===== config.mk =====
export PLATFORM = sky130hd
export DESIGN_NAME = ladybird_bus_arbiter
export DESIGN_NICKNAME = d
export VERILOG_FILES = /design/src/rtl/ladybird_bus_arbiter.sv
export SDC_FILE = /design/constraint.sdc
export NUM_CORES = 1
export LEC_CHECK = 0
export ABC_AREA = 1
export ABC_CLOCK_PERIOD_IN_PS = 1550
export CORE_MARGIN = 3
export CORE_UTILIZATION = 35
export DETAILED_ROUTE_END_ITERATION = 8
export PLACE_DENSITY = 0.77
export SYNTH_ARGS = -nofsm -noshare
export SYNTH_HDL_FRONTEND = slang
export SYNTH_SLANG_ARGS = --single-unit
export TNS_END_PERCENT = 20

===== constraint.sdc =====
create_clock -name clk -period 1.55 [get_ports clk]
set_input_delay 0.2325 -clock clk [delete_from_list [all_inputs] [get_ports clk]]
set_output_delay 0.2325 -clock clk [all_outputs]
set_load 0.1 [all_outputs]

===== src/rtl/ladybird_bus_arbiter.sv =====
// Two-master (D_BUS load/store, I_BUS fetch) round-robin arbiter onto one shared memory port.
// One outstanding transaction; requests are region-tagged; fetches from device space are refused locally.
package ladybird_pkg;
  localparam int XLEN = 32;

  typedef enum logic {D_BUS = 1'b0, I_BUS = 1'b1} core_bus_t;

  typedef enum logic [2:0] {
    ACC_IRAM = 3'd0,
    ACC_BRAM = 3'd1,
    ACC_DRAM = 3'd2,
    ACC_UART = 3'd3,
    ACC_GPIO = 3'd4
  } access_t;

  // Region map keyed on the top address nibble; everything unclaimed falls to DRAM.
  function automatic access_t ACCESS_TYPE(input logic [XLEN-1:0] addr);
    access_t acc;
    case (addr[XLEN-1:XLEN-4])
      4'h8:    acc = ACC_BRAM;
      4'h9:    acc = ACC_IRAM;
      4'hE:    acc = ACC_GPIO;
      4'hF:    acc = ACC_UART;
      default: acc = ACC_DRAM;
    endcase
    return acc;
  endfunction
endpackage

module ladybird_bus_arbiter #(
  parameter int                     XLEN       = 32,
  parameter ladybird_pkg::core_bus_t FIRST_PRIO = ladybird_pkg::D_BUS
) (
  input  logic              clk,
  input  logic              rst,
  input  logic              d_req_valid,
  output logic              d_req_ready,
  input  logic [XLEN-1:0]   d_req_addr,
  input  logic              d_req_we,
  input  logic [XLEN/8-1:0] d_req_strb,
  input  logic [XLEN-1:0]   d_req_wdata,
  output logic              d_resp_valid,
  output logic [XLEN-1:0]   d_resp_data,
  output logic              d_resp_err,
  input  logic              i_req_valid,
  output logic              i_req_ready,
  input  logic [XLEN-1:0]   i_req_addr,
  output logic              i_resp_valid,
  output logic [XLEN-1:0]   i_resp_data,
  output logic              i_resp_err,
  output logic              m_req_valid,
  input  logic              m_req_ready,
  output logic [XLEN-1:0]   m_req_addr,
  output logic              m_req_we,
  output logic [XLEN/8-1:0] m_req_strb,
  output logic [XLEN-1:0]   m_req_wdata,
  output logic [2:0]        m_req_sel,
  output logic              m_req_src,
  input  logic              m_resp_valid,
  input  logic [XLEN-1:0]   m_resp_data
);
  import ladybird_pkg::*;

  typedef enum logic [1:0] {S_IDLE, S_ISSUE, S_WAIT, S_RESP} state_t;

  state_t            state_q, state_d;
  logic [XLEN-1:0]   addr_q, addr_d;
  logic [XLEN-1:0]   wdata_q, wdata_d;
  logic [XLEN-1:0]   rdata_q, rdata_d;
  logic [XLEN/8-1:0] strb_q, strb_d;
  logic              we_q, we_d;
  logic              err_q, err_d;
  core_bus_t         src_q, src_d;
  core_bus_t         last_grant_q, last_grant_d;
  access_t           sel_q, sel_d;

  core_bus_t         winner;
  logic [XLEN-1:0]   win_addr;
  access_t           win_sel;
  logic              idle, accept, resp_pulse;

  always_comb begin
    if (d_req_valid && i_req_valid)
      winner = (last_grant_q == D_BUS) ? I_BUS : D_BUS;
    else if (i_req_valid)
      winner = I_BUS;
    else
      winner = D_BUS;
  end

  assign win_addr    = (winner == I_BUS) ? i_req_addr : d_req_addr;
  assign win_sel     = ACCESS_TYPE(win_addr);
  assign idle        = !rst && (state_q == S_IDLE);
  assign d_req_ready = idle && d_req_valid && (winner == D_BUS);
  assign i_req_ready = idle && i_req_valid && (winner == I_BUS);
  assign accept      = d_req_ready || i_req_ready;

  always_comb begin
    state_d      = state_q;
    addr_d       = addr_q;
    wdata_d      = wdata_q;
    rdata_d      = rdata_q;
    strb_d       = strb_q;
    we_d         = we_q;
    err_d        = err_q;
    src_d        = src_q;
    last_grant_d = last_grant_q;
    sel_d        = sel_q;
    case (state_q)
      S_IDLE: begin
        if (accept) begin
          addr_d       = win_addr;
          sel_d        = win_sel;
          src_d        = winner;
          last_grant_d = winner;
          // Fetch is read-only: force a plain full-word read on the shared port.
          we_d         = (winner == I_BUS) ? 1'b0 : d_req_we;
          strb_d       = (winner == I_BUS) ? '1 : d_req_strb;
          wdata_d      = (winner == I_BUS) ? '0 : d_req_wdata;
          if (winner == I_BUS && (win_sel == ACC_UART || win_sel == ACC_GPIO)) begin
            err_d   = 1'b1;
            rdata_d = '0;
            state_d = S_RESP;
          end else begin
            err_d   = 1'b0;
            state_d = S_ISSUE;
          end
        end
      end
      S_ISSUE: if (m_req_ready) state_d = S_WAIT;
      S_WAIT: begin
        if (m_resp_valid) begin
          rdata_d = m_resp_data;
          state_d = S_RESP;
        end
      end
      S_RESP:  state_d = S_IDLE;
      default: state_d = S_IDLE;
    endcase
  end

  always_ff @(posedge clk) begin
    if (rst) begin
      state_q      <= S_IDLE;
      addr_q       <= '0;
      wdata_q      <= '0;
      rdata_q      <= '0;
      strb_q       <= '0;
      we_q         <= 1'b0;
      err_q        <= 1'b0;
      src_q        <= D_BUS;
      last_grant_q <= core_bus_t'(~FIRST_PRIO);
      sel_q        <= ACC_IRAM;
    end else begin
      state_q      <= state_d;
      addr_q       <= addr_d;
      wdata_q      <= wdata_d;
      rdata_q      <= rdata_d;
      strb_q       <= strb_d;
      we_q         <= we_d;
      err_q        <= err_d;
      src_q        <= src_d;
      last_grant_q <= last_grant_d;
      sel_q        <= sel_d;
    end
  end

  assign m_req_valid  = !rst && (state_q == S_ISSUE);
  assign m_req_addr   = addr_q;
  assign m_req_we     = we_q;
  assign m_req_strb   = strb_q;
  assign m_req_wdata  = wdata_q;
  assign m_req_sel    = sel_q;
  assign m_req_src    = src_q;

  // Response data and error are zeroed whenever the pulse is not on.
  assign resp_pulse   = !rst && (state_q == S_RESP);
  assign d_resp_valid = resp_pulse && (src_q == D_BUS);
  assign i_resp_valid = resp_pulse && (src_q == I_BUS);
  assign d_resp_data  = d_resp_valid ? rdata_q : '0;
  assign i_resp_data  = i_resp_valid ? rdata_q : '0;
  assign d_resp_err   = d_resp_valid && err_q;
  assign i_resp_err   = i_resp_valid && err_q;
endmodule


== Word-level counts from Yosys, hierarchy flattened ==
Index checks and enable logic that the tools add are counted.

* $mul: 0
* Eq/ne operators: 13
* Reductions and logical operators: 21
* Divide/modulo/power cells: 0
* Shift-type cells: 0
* Muxes and demuxes: 20
* Add/sub/neg operators: 0
* Bitwise gates (word level): 2
* Magnitude comparators: 0

{| class="wikitable"
|+ Operator list
! cell !! number
|-
| 2-to-1 mux 32 bit || 7
|-
| case mux 32 bit (2 select lines) || 1
|-
| == test 4 bit, second input constant || 4
|-
| logical AND 1 bit || 13
|-
| case mux 3 bit (4 select lines) || 1
|-
| 2-to-1 mux 2 bit || 4
|-
| case mux 2 bit (4 select lines) || 1
|-
| inequality test 2 bit, second input constant || 3
|-
| 2-to-1 mux 1 bit || 5
|-
| == test 2 bit, second input constant || 2
|-
| 2-to-1 mux 4 bit || 1
|-
| AND reduction 4 bit || 1
|-
| == test 3 x 2 -> 1 bit, second input constant || 1
|-
| == test 3 bit, second input constant || 1
|-
| AND reduction 3 bit || 1
|-
| == test 2 x 1 -> 1 bit, second input constant || 1
|-
| logical NOT 2 bit || 1
|-
| logical OR 1 bit || 2
|-
| inequality test 2 x 1 -> 1 bit, second input constant || 1
|-
| NOT 1 bit || 2
|-
| AND reduction 2 bit || 1
|-
| nonzero test 2 bit || 1
|-
| logical NOT 1 bit || 1
|}

* Register bits after elaboration: 109
* Latch bits: 0
* Bits of input ports: 139
* Memories: 0
* Bits in writable memories: 0
* Output and inout bits: 144
* Memory bits (read-only): 0
* Word-level logic and storage cells: 66

== Longest topological paths before layout ==
Gate-level depths: netlist of the first run.

* Word-level depth: 11
* Mapped depth: 12
* Depth with buffers taken out: 10

== Worst setup path after synthesis of the first run ==
No wires, ideal clock.

* Path type: flip-flop to output port
* From: register src_q, in the netlist m_req_src
* To: output i_resp_data[10]
* Required time: 1.317 ns
* Slack: -3.886 ns
* Buffers on the path: 1
* Stages on the path, launching flop included: 6
* Data arrival time: 5.203 ns
* Path through: dfxtp_1 inv_1 nor3_1 inv_1 clkbuf_1 nor2_1

* Cells in the longest elaborated chain, start to end: 2

{| class="wikitable"
|+ RTL lines
! element !! line !! source
|-
| start: declaration || 73 || <nowiki>core_bus_t src_q, src_d;</nowiki>
|-
| start signal: assignment || 162 || <nowiki>src_q <= src_d;</nowiki>
|-
| logical AND 1 bit || 179 || <nowiki>assign i_resp_valid = resp_pulse && (src_q == I_BUS);</nowiki>
|-
| via i_resp_valid || 48 || <nowiki>output logic i_resp_valid,</nowiki>
|-
| 2-to-1 mux 32 bit || 181 || <nowiki>assign i_resp_data = i_resp_valid ? rdata_q : '0;</nowiki>
|-
| end: declaration || 49 || <nowiki>output logic [XLEN-1:0] i_resp_data,</nowiki>
|}

The timed path passes the listed nets, and every way through them passes these cells.

== Final worst setup path of the first run ==
* From: register state_q[0]
* To: output d_resp_data[11]

* Cells in the longest elaborated chain, start to end: 4

{| class="wikitable"
|+ RTL lines
! element !! line !! source
|-
| start: declaration || 66 || <nowiki>state_t state_q, state_d;</nowiki>
|-
| start signal: assignment || 155 || <nowiki>state_q <= state_d;</nowiki>
|-
| == test 2 bit || 177 || <nowiki>assign resp_pulse = !rst && (state_q == S_RESP);</nowiki>
|-
| logical AND 1 bit || 177 ||
|-
| logical AND 1 bit || 178 || <nowiki>assign d_resp_valid = resp_pulse && (src_q == D_BUS);</nowiki>
|-
| 2-to-1 mux 32 bit || 180 || <nowiki>assign d_resp_data = d_resp_valid ? rdata_q : '0;</nowiki>
|-
| end: declaration || 43 || <nowiki>output logic [XLEN-1:0] d_resp_data,</nowiki>
|}

Every way passes these cells.

==> impl_summary.md, run 1 <==
Power
The leakage dissipation is 4.57 nW. The completed layout was analyzed and its total power is 14.2 mW. For this design the ratio of total power to cell area is 1320 mW/mm^2.

The peak supply drop is 0.954 mV.

Setup path
The critical path is of the reg -> out type. The critical path ends at d_resp_data[11]. Measured in cells, the most critical reg-to-reg path has a length of 11. STA classifies the critical path endpoint as an output pin. The terminus of the critical flop-to-flop path is rdata_q[21].

The arrival time at the worst endpoint is 1.71 ns. For this design, the slowest cell found on the critical path is dfxtp_2. The data required time at the worst endpoint is 1.32 ns. The buffering stage count on the worst path with inverters included is 4.

In this design, the stage delay of the slowest critical-path cell is 0.36 ns. The kind of start point of the critical path is a register. The family with the most delay on the worst path is buffers and inverters. The reg-to-reg setup timing slack is -0.17 ns. Tracing the worst setup path back leads to its startpoint at state_q[0]. Counting buffers and inverters, the worst setup path is 7 cells deep.

The beginning of the worst register-to-register path is state_q[1]. Counting stages on the worst path, the most repeated cell is buf_12. Traced cell by cell, the critical path runs through ha_1, inv_2, nor3_4, inv_4, buf_12, nor2_4, buf_12. Of all nets on the critical path, the largest fanout is 9.

Die
The die footprint is 0.0158 mm^2. The initial core utilization is 0.360. The vertical die dimension is 126 um.

The die is 126 um wide. The number of placement rows is 43. 283 I/O pins were placed. The placeable core region is 0.0139 mm^2.

Logic synthesis
The post-synthesis compound-gate area fraction is 0.119. The largest family of logic cells by synthesized area is simple AND/OR/NAND/NOR gates. Of the post-synthesis cell area, the dominant cell type holds 0.435. The average instance area after synthesis is 6.56 um^2. The adder and majority cell fraction of the synthesized area is 0.0125.

In this run, synthesis produced a sequential element count of 109. The post-synthesis net count is 908. For this run, the number of Yosys warnings is 0. The dominant cell type by area after synthesis is dfxtp_1. The xor and xnor area share after synthesis is 0.

Synthesis handed over a netlist of 764 instances. The combined area of all synthesized cells is 0.00501 mm^2. By area the synthesized netlist is led by dfxtp_1 (44%), nand2_1 (16%), nor2_1 (11%). Of the synthesized area, sequential elements account for 0.435. The count of cell types in the netlist is 26. Of the total synthesized cell area, the portion taken by AND, OR, NAND and NOR gates is 0.327.

The mux share of post-synthesis cell area is 0.

Routing
In this run, the number of DRC markers left after iteration 0 of detailed routing was 348. Summing over every cut layer, the via total after detailed routing is 5,965. The total wirelength of the detailed-routed design is 18.8 mm.

The number of detailed-routing iterations run before antenna repair is 5. Once detail routing completed, the nets flagged for antenna violations numbered 0. The number of vias per cell after detailed routing is 4.77. In the final routed layout, each cell accounts on average for 15.0 um. After detailed routing, the number of remaining DRC violations is 0.

STA
Setup repair after global routing could not meet its margin everywhere. Of the available clock period, the critical path in the final layout requires 1.26. The worst clock skew on the final layout is 0.00951 ns. The setup slack of the critical path after layout is -0.397 ns. The worst path in the final design needs a cycle of 1.95 ns, including I/O delays and setup. The hold violation total from the final report is 0. Setup total negative slack on the finished layout was measured at -33.06 ns.

For the pin with the worst max-slew slack, the measured transition is 0.471 ns. Headroom to the max-slew limit came out at 0.686. The number of setup violations in the final report is 144. Based on the critical path, the design can be clocked at up to 514 MHz.

The number of max-slew violations in the final report is 0. Hold timing on the final database bottoms out at a slack of 0.428 ns.

Place
The total half-perimeter wirelength after legalization and detailed placement is 14.6 mm. The final weighted congestion of routability-driven global placement is 0.813. The count of port buffers added during placement is 282.

Worst hold path
The startpoint of the worst hold path is d_req_wdata[2]. The tightest min-delay check is of the in -> reg type.

Finish
The multi-input combinational cells in the finished layout cover a total of 0.00285 mm^2. After the last flow step, the layout net total stands at 1,209. The number of inserted diodes is 0.

Summing all flip-flop and latch instances after layout gives 0.00219 mm^2. Of the cells placed in the final design, the portion with a size suffix greater than 1 is 0.293. Compared with the post-synthesis result, the final layout area differs by 115%. The number of fillers in the final layout is 892.

Clocking
Counting along the longest clock path gives a buffer depth of 2. The master cell of the clock root buffer is clkbuf_16. The clock reaches the later pin of the worst-skew pair after 0.35 ns. Clock tree synthesis found a total of 109 sinks. The TritonCTS buffer count is 9. Hold repair after CTS inserted 0 buffers.

CTS built an H-tree with a depth of 3. TritonCTS built the clock tree. Clock-pin slew was measured on the worst setup and hold paths at 0.08 ns.

Global routing
The via count of the first global-routing pass came to 5,840. The overall routing resource usage is 0.233. The residual overflow from global routing is 0. Entering global routing, the biggest net connects 51 pins. The first-pass GRT wire length is 29.7 mm. The initial antenna violation count is 0.

Status
The flow ran to the end, but the final reports show violations. The checks that failed: negative setup slack.

Run
Across the run, the number of max-cap violations was 0.
worst min path at each step:
stage | end | slack, ns | depth (start not counted)
finish | m_req_wdata[2] | 0.43 | 3
global route | m_req_wdata[21] | 0.43 | 3
CTS | m_req_wdata[2] | 0.41 | 3
detailed placement | m_req_wdata[14] | 0.49 | 2
global placement | last_grant_q | 0.48 | 2
floorplan | m_req_wdata[10] | 0.38 | 2
cells in the final DEF (no fill, tap or decap), types with 2 or more instances in the layout:
| cell type | instances |
|---|---|
| nand2_1 | 208 |
| inv_4 | 3 |
| buf_12 | 155 |
| o22ai_1 | 4 |
| nand2_2 | 2 |
| clkinv_4 | 2 |
| dfxtp_2 | 2 |
| a31oi_1 | 28 |
| nand2_4 | 3 |
| buf_4 | 40 |
| o21ai_1 | 2 |
| clkbuf_16 | 11 |
| inv_2 | 5 |
| nor2_1 | 83 |
| a21oi_1 | 39 |
| nand3_1 | 36 |
| dfxtp_1 | 106 |
| buf_6 | 6 |
| nor3_4 | 2 |
| clkdlybuf4s50_1 | 136 |
| inv_6 | 2 |
| or2_2 | 3 |
| o21ai_0 | 32 |
| nand3_2 | 2 |
| nor2_2 | 2 |
| a211oi_1 | 2 |
| nor2_4 | 66 |
| ha_1 | 4 |
| inv_1 | 72 |
registers in the layout, summed over array words and instances (netlist names):
register	count
err_q	1
last_grant_q	1
m_req_addr	32
m_req_sel	3
m_req_src	1
m_req_strb	4
m_req_wdata	32
m_req_we	1
rdata_q	32
state_q	2
where the power goes:
group,switching [mW],internal (mW)
Clock,1.11,1.25
Sequential,0.439,3.51
Combinational,5.12,2.80
tightest hold or removal path, cell delays in order:
cell	delay (ns)
clkdlybuf4s50_1	0.39
nand2_1	0.06
a21oi_1	0.05
synth_stat cells:
master,instances
inv_2,1
a21oi_2,1
or2_2,3
nand2_1,209
a211oi_1,2
nand3_1,37
nand3b_1,1
o21ai_0,34
buf_2,15
nand2_2,2
a21oi_1,39
nor2_2,1
nand4_2,1
clkbuf_1,30
nor2_1,150
dfxtp_1,109
nor3_1,3
a22oi_1,1
a31oi_1,28
o22ai_1,4
inv_1,79
nand2_4,2
ha_1,5
nand3_2,1
buf_6,3
buf_1,3
stage by stage:
stage / area (um^2) / util / cells / worst slack [ns]
floorplan: 5640 / - / 764 / -1.11
finish: 10800 / 0.772 / 1250 / -0.397
detailed placement: 10300 / 0.741 / 1228 / -0.435
global placement: 10300 / 0.741 / 1228 / -0.364
global route: 10800 / 0.772 / 1250 / -0.474
CTS: 10700 / 0.770 / 1248 / -0.414
layout make-up:
class	count	share of cell area
Clock inverter	4	0.00326
Tap cell	180	0.0209
Clock buffer	12	0.0249
Multi-Input combinational cell	524	0.265
Inverter	80	0.0286
Timing Repair Buffer	341	0.454
Sequential cell	109	0.203
cells by family (layout without fill, tap and decap cells):
logic type               Yosys count  in the layout
AND/OR/NAND/NOR                  410            410
AO/OA/AOI/OAI                    109            109
adder cells (fa/ha/maj)            5              5
flip-flops                       109            109
buffers and inverters            131            437
timing repair:
action / CTS / global route
buffers inserted: 4 / 1
pin swaps: 3 / 0
gates cloned: 0 / 1
gates resized for setup: 21 / 1
endpoints found under the setup margin: 176 / 176
routing by layer:
layer  wire [um]  up-vias  track usage
met2        9790      219        0.430
met4         483        0       0.0778
met1        7080     2738        0.256
met3        1420       30       0.0674
met5           0        -            0
li1            -     2978            -
Power figures use the tool's default switching activity.
==> run 2, diff against run 1 <==
- ABC_CLOCK_PERIOD_IN_PS: 1550 -> 1700
- GPL_ROUTABILITY_DRIVEN: unset -> 0
- clock period: 1.55 -> 1.7 ns (I/O delays scaled with it)
==> impl_summary.md, run 2 (same netlist as run 1, synthesis figures left out) <==
Clocking
In this run, post-CTS hold repair placed 0 buffers. The clock tree from TritonCTS is done. Clock-pin slew was measured on the worst setup and hold paths at 0.07 ns. The root buffer cell chosen for the clock tree is clkbuf_16.

The buffer depth of the longest clock path is 2. The clock insertion delay at the later pin of the skew report is 0.35 ns. CTS built an H-tree with a depth of 3. The clock drives 109 sinks. Clock tree synthesis inserted a total of 9 buffers.

Routing
The detail route stage leaves a number of antenna-violating nets equal to 0. For this block, the routed nets add up to 19.2 mm of wire. The number of vias per cell after detailed routing is 4.80. The routed length per placed instance is 15.4 um. The remaining design rule violation count is 0.

The number of detailed-routing iterations run before antenna repair is 5. The number of DRC violations after detailed-routing iteration 0 is 339. Summing over every cut layer, the via total after detailed routing is 5,986.

Global routing
For this run, the total global-route usage over all layers was measured as 0.237. The total overflow left after global routing is 0. The initial antenna violation count is 0. The first global-routing pass estimated 30.2 mm of wire. The via count of the first global-routing pass is 5,971.

The pin count of the biggest net entering global routing is 48.

STA
The share of the clock period used by the worst path after layout is 1.15. Based on the critical path, the design can be clocked at up to 512 MHz. At the pin with the least slew margin, the transition time is 0.489 ns. The minimum period implied by the final worst setup slack is 1.95 ns. Headroom to the max-slew limit came out at 0.674. The hold violation total from the final report was 0.

The setup TNS is -17.83 ns. The setup slack of the critical path after layout is -0.254 ns. Setup violations remaining at the end of the flow were counted as 129. The number of max-slew violations in the final report is 0.

Setup repair after global routing could not meet its margin everywhere. For the final database, setup skew stands at 0.00799 ns.

Place
In this run the tool buffered the top-level ports with 282 buffer cells. Once placement finished, the instance area stood at 0.0103 mm^2. The total half-perimeter wirelength after legalization and detailed placement is 14.8 mm.

Once placement completed, the tool counted placed cells totaling 1,227.

Setup path
The worst setup path is of the reg -> out kind. The family with the most delay on the worst path is buffers and inverters. The highest cell delay on the worst timing path is 0.37 ns. The slowest stage of the critical path belongs to the cell dfxtp_4. The type of element capturing the critical path is an output pin. Counting both buffers and inverters, the worst setup path holds a total of 4.

The signal on the critical path passes through ha_4, inv_4, nor3_4, inv_4, buf_16, nor2_4, buf_12. The kind of start point of the critical path is a register. Data on the critical path is required at its endpoint by 1.44 ns. In this design, the critical path's most frequently occurring cell is inv_4. The arrival time at the worst endpoint is 1.70 ns. The critical-path maximum fanout is 9.

Finish
Leaving out fill and tap cells, the most frequent cells in the layout are nand2_1 (207), buf_12 (154), clkdlybuf4s50_1 (137), dfxtp_1 (106), nor2_1 (82). The final cell utilization of the core is 0.775. 0 antenna diodes ended up in the layout. The layout cell share with drive strength beyond 1 is 0.293. The finished layout holds 1,248 standard cells, fillers aside. After the last flow step, the layout net total stands at 1,207. The area growth from synthesis to layout is 115%. The post-route standard cell area excluding fillers is 0.0108 mm^2. Leaving out fill and tap cells, the most frequent cell in the layout is nand2_1.

Power
The share of total power dissipated in the clock network is 0.162. The internal portion of the total power is 6.93 mW. Of the total power, registers draw 0.277. The power density relative to cell area is 1210 mW/mm^2. Summed over all cells, the static leakage comes to 4.57 nW.

The fraction of power consumed by combinational cells is 0.562. The analysis attributes to net switching a power of 6.12 mW. The switching power share of the total is 0.469. The overall power after layout is 13.1 mW.

The peak supply drop is 0.732 mV.

Die
The floorplan has 43 rows. The placeable core region is 0.0139 mm^2. The vertical die dimension is 126 um. The die is 126 um wide. The floorplan step defined a die boundary enclosing 0.0158 mm^2. The initial utilization of the core area, before any placement, comes to 0.360. The number of primary I/O pins is 283.

Status
The checks that failed: negative setup slack. The flow ran to the end, but the final reports show violations.

Worst hold path
In this run the worst hold path is classified as in -> reg.

Run
The count of maximum capacitance violations is 0.
run 2: cell types whose count changed in the layout (fill, tap and decap cells not counted), moves of 2 or more:
| cell | previous run | this run |
|---|---|---|
| buf_6 | 6 | 3 |
| inv_2 | 5 | 2 |
| buf_16 | 0 | 2 |
| ha_1 | 4 | 2 |
| ha_4 | 1 | 3 |
| inv_1 | 72 | 74 |
| nand2_2 | 2 | 4 |
| o21ai_0 | 32 | 34 |
| o21ai_1 | 2 | 0 |
run 2: area by class of cell:
cell class / count / area, um^2
clock buffers: 13 / 272
inverters: 80 / 310
multi-input cells: 524 / 2870
fillers: 925 / 3140
repair buffers: 339 / 4900
clock inverters: 3 / 26.3
flip-flops and latches: 109 / 2190
well taps: 180 / 225
run 2: final timing paths:
kind	depth (start not counted)	to	slack, ns	startpoint
setup / recovery	7	i_resp_data[11]	-0.25	state_q[0]
setup reg to reg	12	rdata_q[15]	-0.18	state_q[0]
hold / removal	3	state_q[1]	0.33	rst
hold reg to reg	2	m_req_wdata[3]	0.50	m_req_wdata[3]
run 2: repair_timing:
| item | in CTS | in global routing |
|---|---|---|
| pin swaps | 5 | 0 |
| resized for setup | 17 | 4 |
| buffers inserted | 1 | 1 |
| setup endpoints to repair | 149 | 177 |
| cloned | 1 | 2 |
run 2: per-stage QoR:
step | worst slack, ns | hold slack [ns]
floorplan | -0.986 | 0.403
global placement | -0.145 | 0.483
detailed placement | -0.251 | 0.487
CTS | -0.286 | 0.305
global route | -0.337 | 0.342
finish | -0.254 | 0.329
run 2: power by group through the flow:
| stage | clock, mW | sequential [mW] | combinational, mW |
|---|---|---|---|
| 6_report | 2.11 | 3.61 | 7.33 |
| 5_1_grt | 2.26 | 3.68 | 7.81 |
| 4_1_cts | 2.16 | 3.61 | 7.31 |
| 3_5_place_dp | 0 | 3.64 | 7.25 |
| 3_3_place_gp | 0 | 3.61 | 7.08 |
| 2_1_floorplan | 0 | 5.47 | 2.68 |
run 2: layer usage:
metal  global-route usage  wire length [um]  up-vias
met2                0.432             10000      239
met1                0.258              7150     2744
met3               0.0687              1490       33
met4               0.0906               508        0
li1                     -                 -     2970
met5                    0                 0        -
run 2: worst register-to-register path, stage by stage (launching register included):
cell and delay (ns):
dfxtp_4 0.36, inv_1 0.11, buf_4 0.15, ha_4 0.14
inv_1 0.03, or2_2 0.30, nand2_2 0.10, nor2_2 0.05
nand2_4 0.09, buf_12 0.22, nand2_1 0.10, nand2_1 0.08
nor2_1 0.05
==> run 3, diff against run 2 <==
==> constraint.sdc (replaced) <==
create_clock -name clk -period 1.7 [get_ports clk]
set_input_delay 0.51 -clock clk [delete_from_list [all_inputs] [get_ports clk]]
set_output_delay 0.51 -clock clk [all_outputs]
set_load 0.1 [all_outputs]
==> impl_summary.md, run 3 (same netlist as run 1, synthesis figures left out) <==
Power
The peak supply drop is 0.721 mV. The power density relative to cell area is 1200 mW/mm^2. The overall power after layout is 13.0 mW.

The leakage dissipation is 4.58 nW.

Setup path
The terminus of the critical flop-to-flop path is rdata_q[20]. The data required time at the worst endpoint is 1.19 ns. The reg-to-reg setup timing slack is -0.06 ns.

The type of element capturing the critical path is an output pin. The arrival time at the worst endpoint is 1.73 ns. The startpoint identified for the worst register-to-register timing path is state_q[0]. The critical path is of the reg -> out type. The worst setup path is launched from a register.

The critical-path maximum fanout is 6. The length in cells of the worst reg-to-reg path is 12.

STA
The worst clock skew on the final layout is 0.00719 ns. The number of max-slew violations in the final report was 0. Of the available clock period, the critical path in the final layout requires 1.32. Derived from the worst setup path, the maximum achievable clock frequency is 445 MHz. Subtracting the final worst setup slack from the clock period gives 2.24 ns. The slew of the pin with the lowest slew margin is 0.513 ns.

The hold violation total from the final report was 0. The number of setup violations in the final report is 105. The tightest hold path in the finished design has a slack of 0.497 ns. The setup slack of the critical path after layout is -0.545 ns.

The max-slew headroom at the worst pin is 0.658. Setup repair after global routing could not meet its margin everywhere.

Die
The vertical die dimension is 126 um. The initial core utilization is 0.360. The placeable core region is 0.0139 mm^2. The number of placement rows is 43.

From left edge to right edge, the die measures 126 um. The number of primary I/O pins is 283. The die covers 0.0158 mm^2.

Routing
The first TritonRoute pass finished after 5 iterations. The number of DRC violations after detailed-routing iteration 0 is 350. The detailed router put a total of 7.48 mm of wire on met1. The post-detailed-route count of antenna-violating nets is 0. After detailed routing, the number of remaining DRC violations is 0.

Dividing the detail-routed wire length by the instance count gives 15.9 um. The number of vias per cell after detailed routing is 4.84. The total wirelength of the detailed-routed design is 19.9 mm.

The amount of wire on met3 after detailed routing is 1.65 mm. The met2 layer wire length in the routed design is 10.2 mm. The uppermost metal layer occupied by signal nets is met5. For this block, the via count after detailed routing is 6,032.

Finish
The area growth from synthesis to layout is 117%. The count of nets after finishing is 1,205. The final cell utilization of the core is 0.782.

The layout cell share with drive strength beyond 1 is 0.314. The number of inserted diodes is 0. The library cells used most frequently in the layout, excluding fill and tap cells, are nand2_1 (207), buf_12 (152), clkdlybuf4s50_1 (135), dfxtp_1 (106), nor2_1 (81). The leading cell type in the layout, fill and taps excluded is nand2_1.

Clocking
The number of buffers added to fix hold violations after cts is 0. CTS built an H-tree with a depth of 3. The clock tree from TritonCTS is done.

The buffer depth of the longest clock path is 2. The master cell of the clock root buffer is clkbuf_16. The number of clock sinks is 109. The clock input transition at the sequential cells of the worst setup and hold paths is 0.07 ns.

The clock insertion delay at the later pin of the skew report is 0.35 ns. The TritonCTS buffer count is 9.

Place
The pre-CTS setup slack is -0.575 ns. The HPWL after detailed placement is 14.7 mm. During placement, the flow inserted port buffers numbering 282.

Run
The tool flagged a number of max-cap violations equal to 0.

Global routing
In the global route stage, overall resource usage came out at 0.238. Entering global routing, the biggest net connects 55 pins. The first-pass GRT wire length is 30.4 mm. The residual overflow from global routing is 0. The via count of the first global-routing pass is 5,865. The initial antenna violation count is 1.

Status
The checks that failed: negative setup slack. The run finished, with violations left.

Worst hold path
The min-delay analysis places its worst path in the category reg -> reg. The worst hold path was traced through 2 stages. The startpoint identified for the worst hold timing path is m_req_wdata[4]. The worst hold path terminates at m_req_wdata[4].
==> run 3: cell count changes in the layout (fill, tap and decap cells not counted), moves of 3 or more <==
cell      before  now
clkinv_2       0    3
o21ai_0       34    8
buf_4         40   32
o21ai_1        0   26
inv_1         74   71
a21oi_2        1   17
a21oi_1       39   22
buf_6          3    9
==> run 3: per-stage QoR <==
stage / area (um^2) / cells / TNS, ns
after floorplan: 5680 / 764 / -83.35
after global placement: 10300 / 1222 / -57.44
after detailed placement: 10300 / 1222 / -61.23
after CTS: 10700 / 1243 / -34.32
after global routing: 10900 / 1246 / -47.97
final: 10900 / 1246 / -35.84
==> run 3: final cells by class <==
| type | count | area [um^2] |
|---|---|---|
| tap | 180 | 225 |
| multi-input combinational | 524 | 2990 |
| clock inverter | 7 | 46.3 |
| timing repair buffer | 337 | 4910 |
| fill | 879 | 3040 |
| clock buffer | 9 | 225 |
| sequential | 109 | 2190 |
| inverter | 80 | 315 |
==> run 3: worst max-delay path by stage <==
stage           startpoint               to  slack, ns  cells after the start
3_5_place_dp   i_req_valid      rdata_q[20]      -0.58                     11
4_1_cts         state_q[0]   d_resp_data[2]      -0.57                      7
6_report        state_q[0]   d_resp_data[2]      -0.54                      7
5_1_grt         state_q[0]   d_resp_data[2]      -0.62                      7
3_3_place_gp   i_req_valid      rdata_q[24]      -0.49                     11
2_1_floorplan    m_req_src  i_resp_data[10]      -1.24                      5
==> run 3: repair_timing <==
action	4_1_cts	5_1_grt
pin swaps	8	24
endpoints found under the setup margin	170	172
buffers inserted	4	1
gates resized for setup	25	63
cloned	1	2
==> run 3: worst max-delay path, stage by stage (launching register included) <==
cell	delay [ns]
dfxtp_2	0.35
ha_4	0.14
inv_4	0.04
nor3_4	0.22
inv_4	0.12
buf_12	0.17
nor2_4	0.15
buf_12	0.19
==> run 3: power by group <==
part	internal [mW]	switching [mW]
Combinational	2.62	4.81
Sequential	3.20	0.407
Clock	0.999	0.989
==> run 3: metal layers <==
layer	up-vias	GRT usage
met5	-	0
met4	2	0.0855
met3	31	0.0717
met2	242	0.433
met1	2783	0.263
li1	2974	-
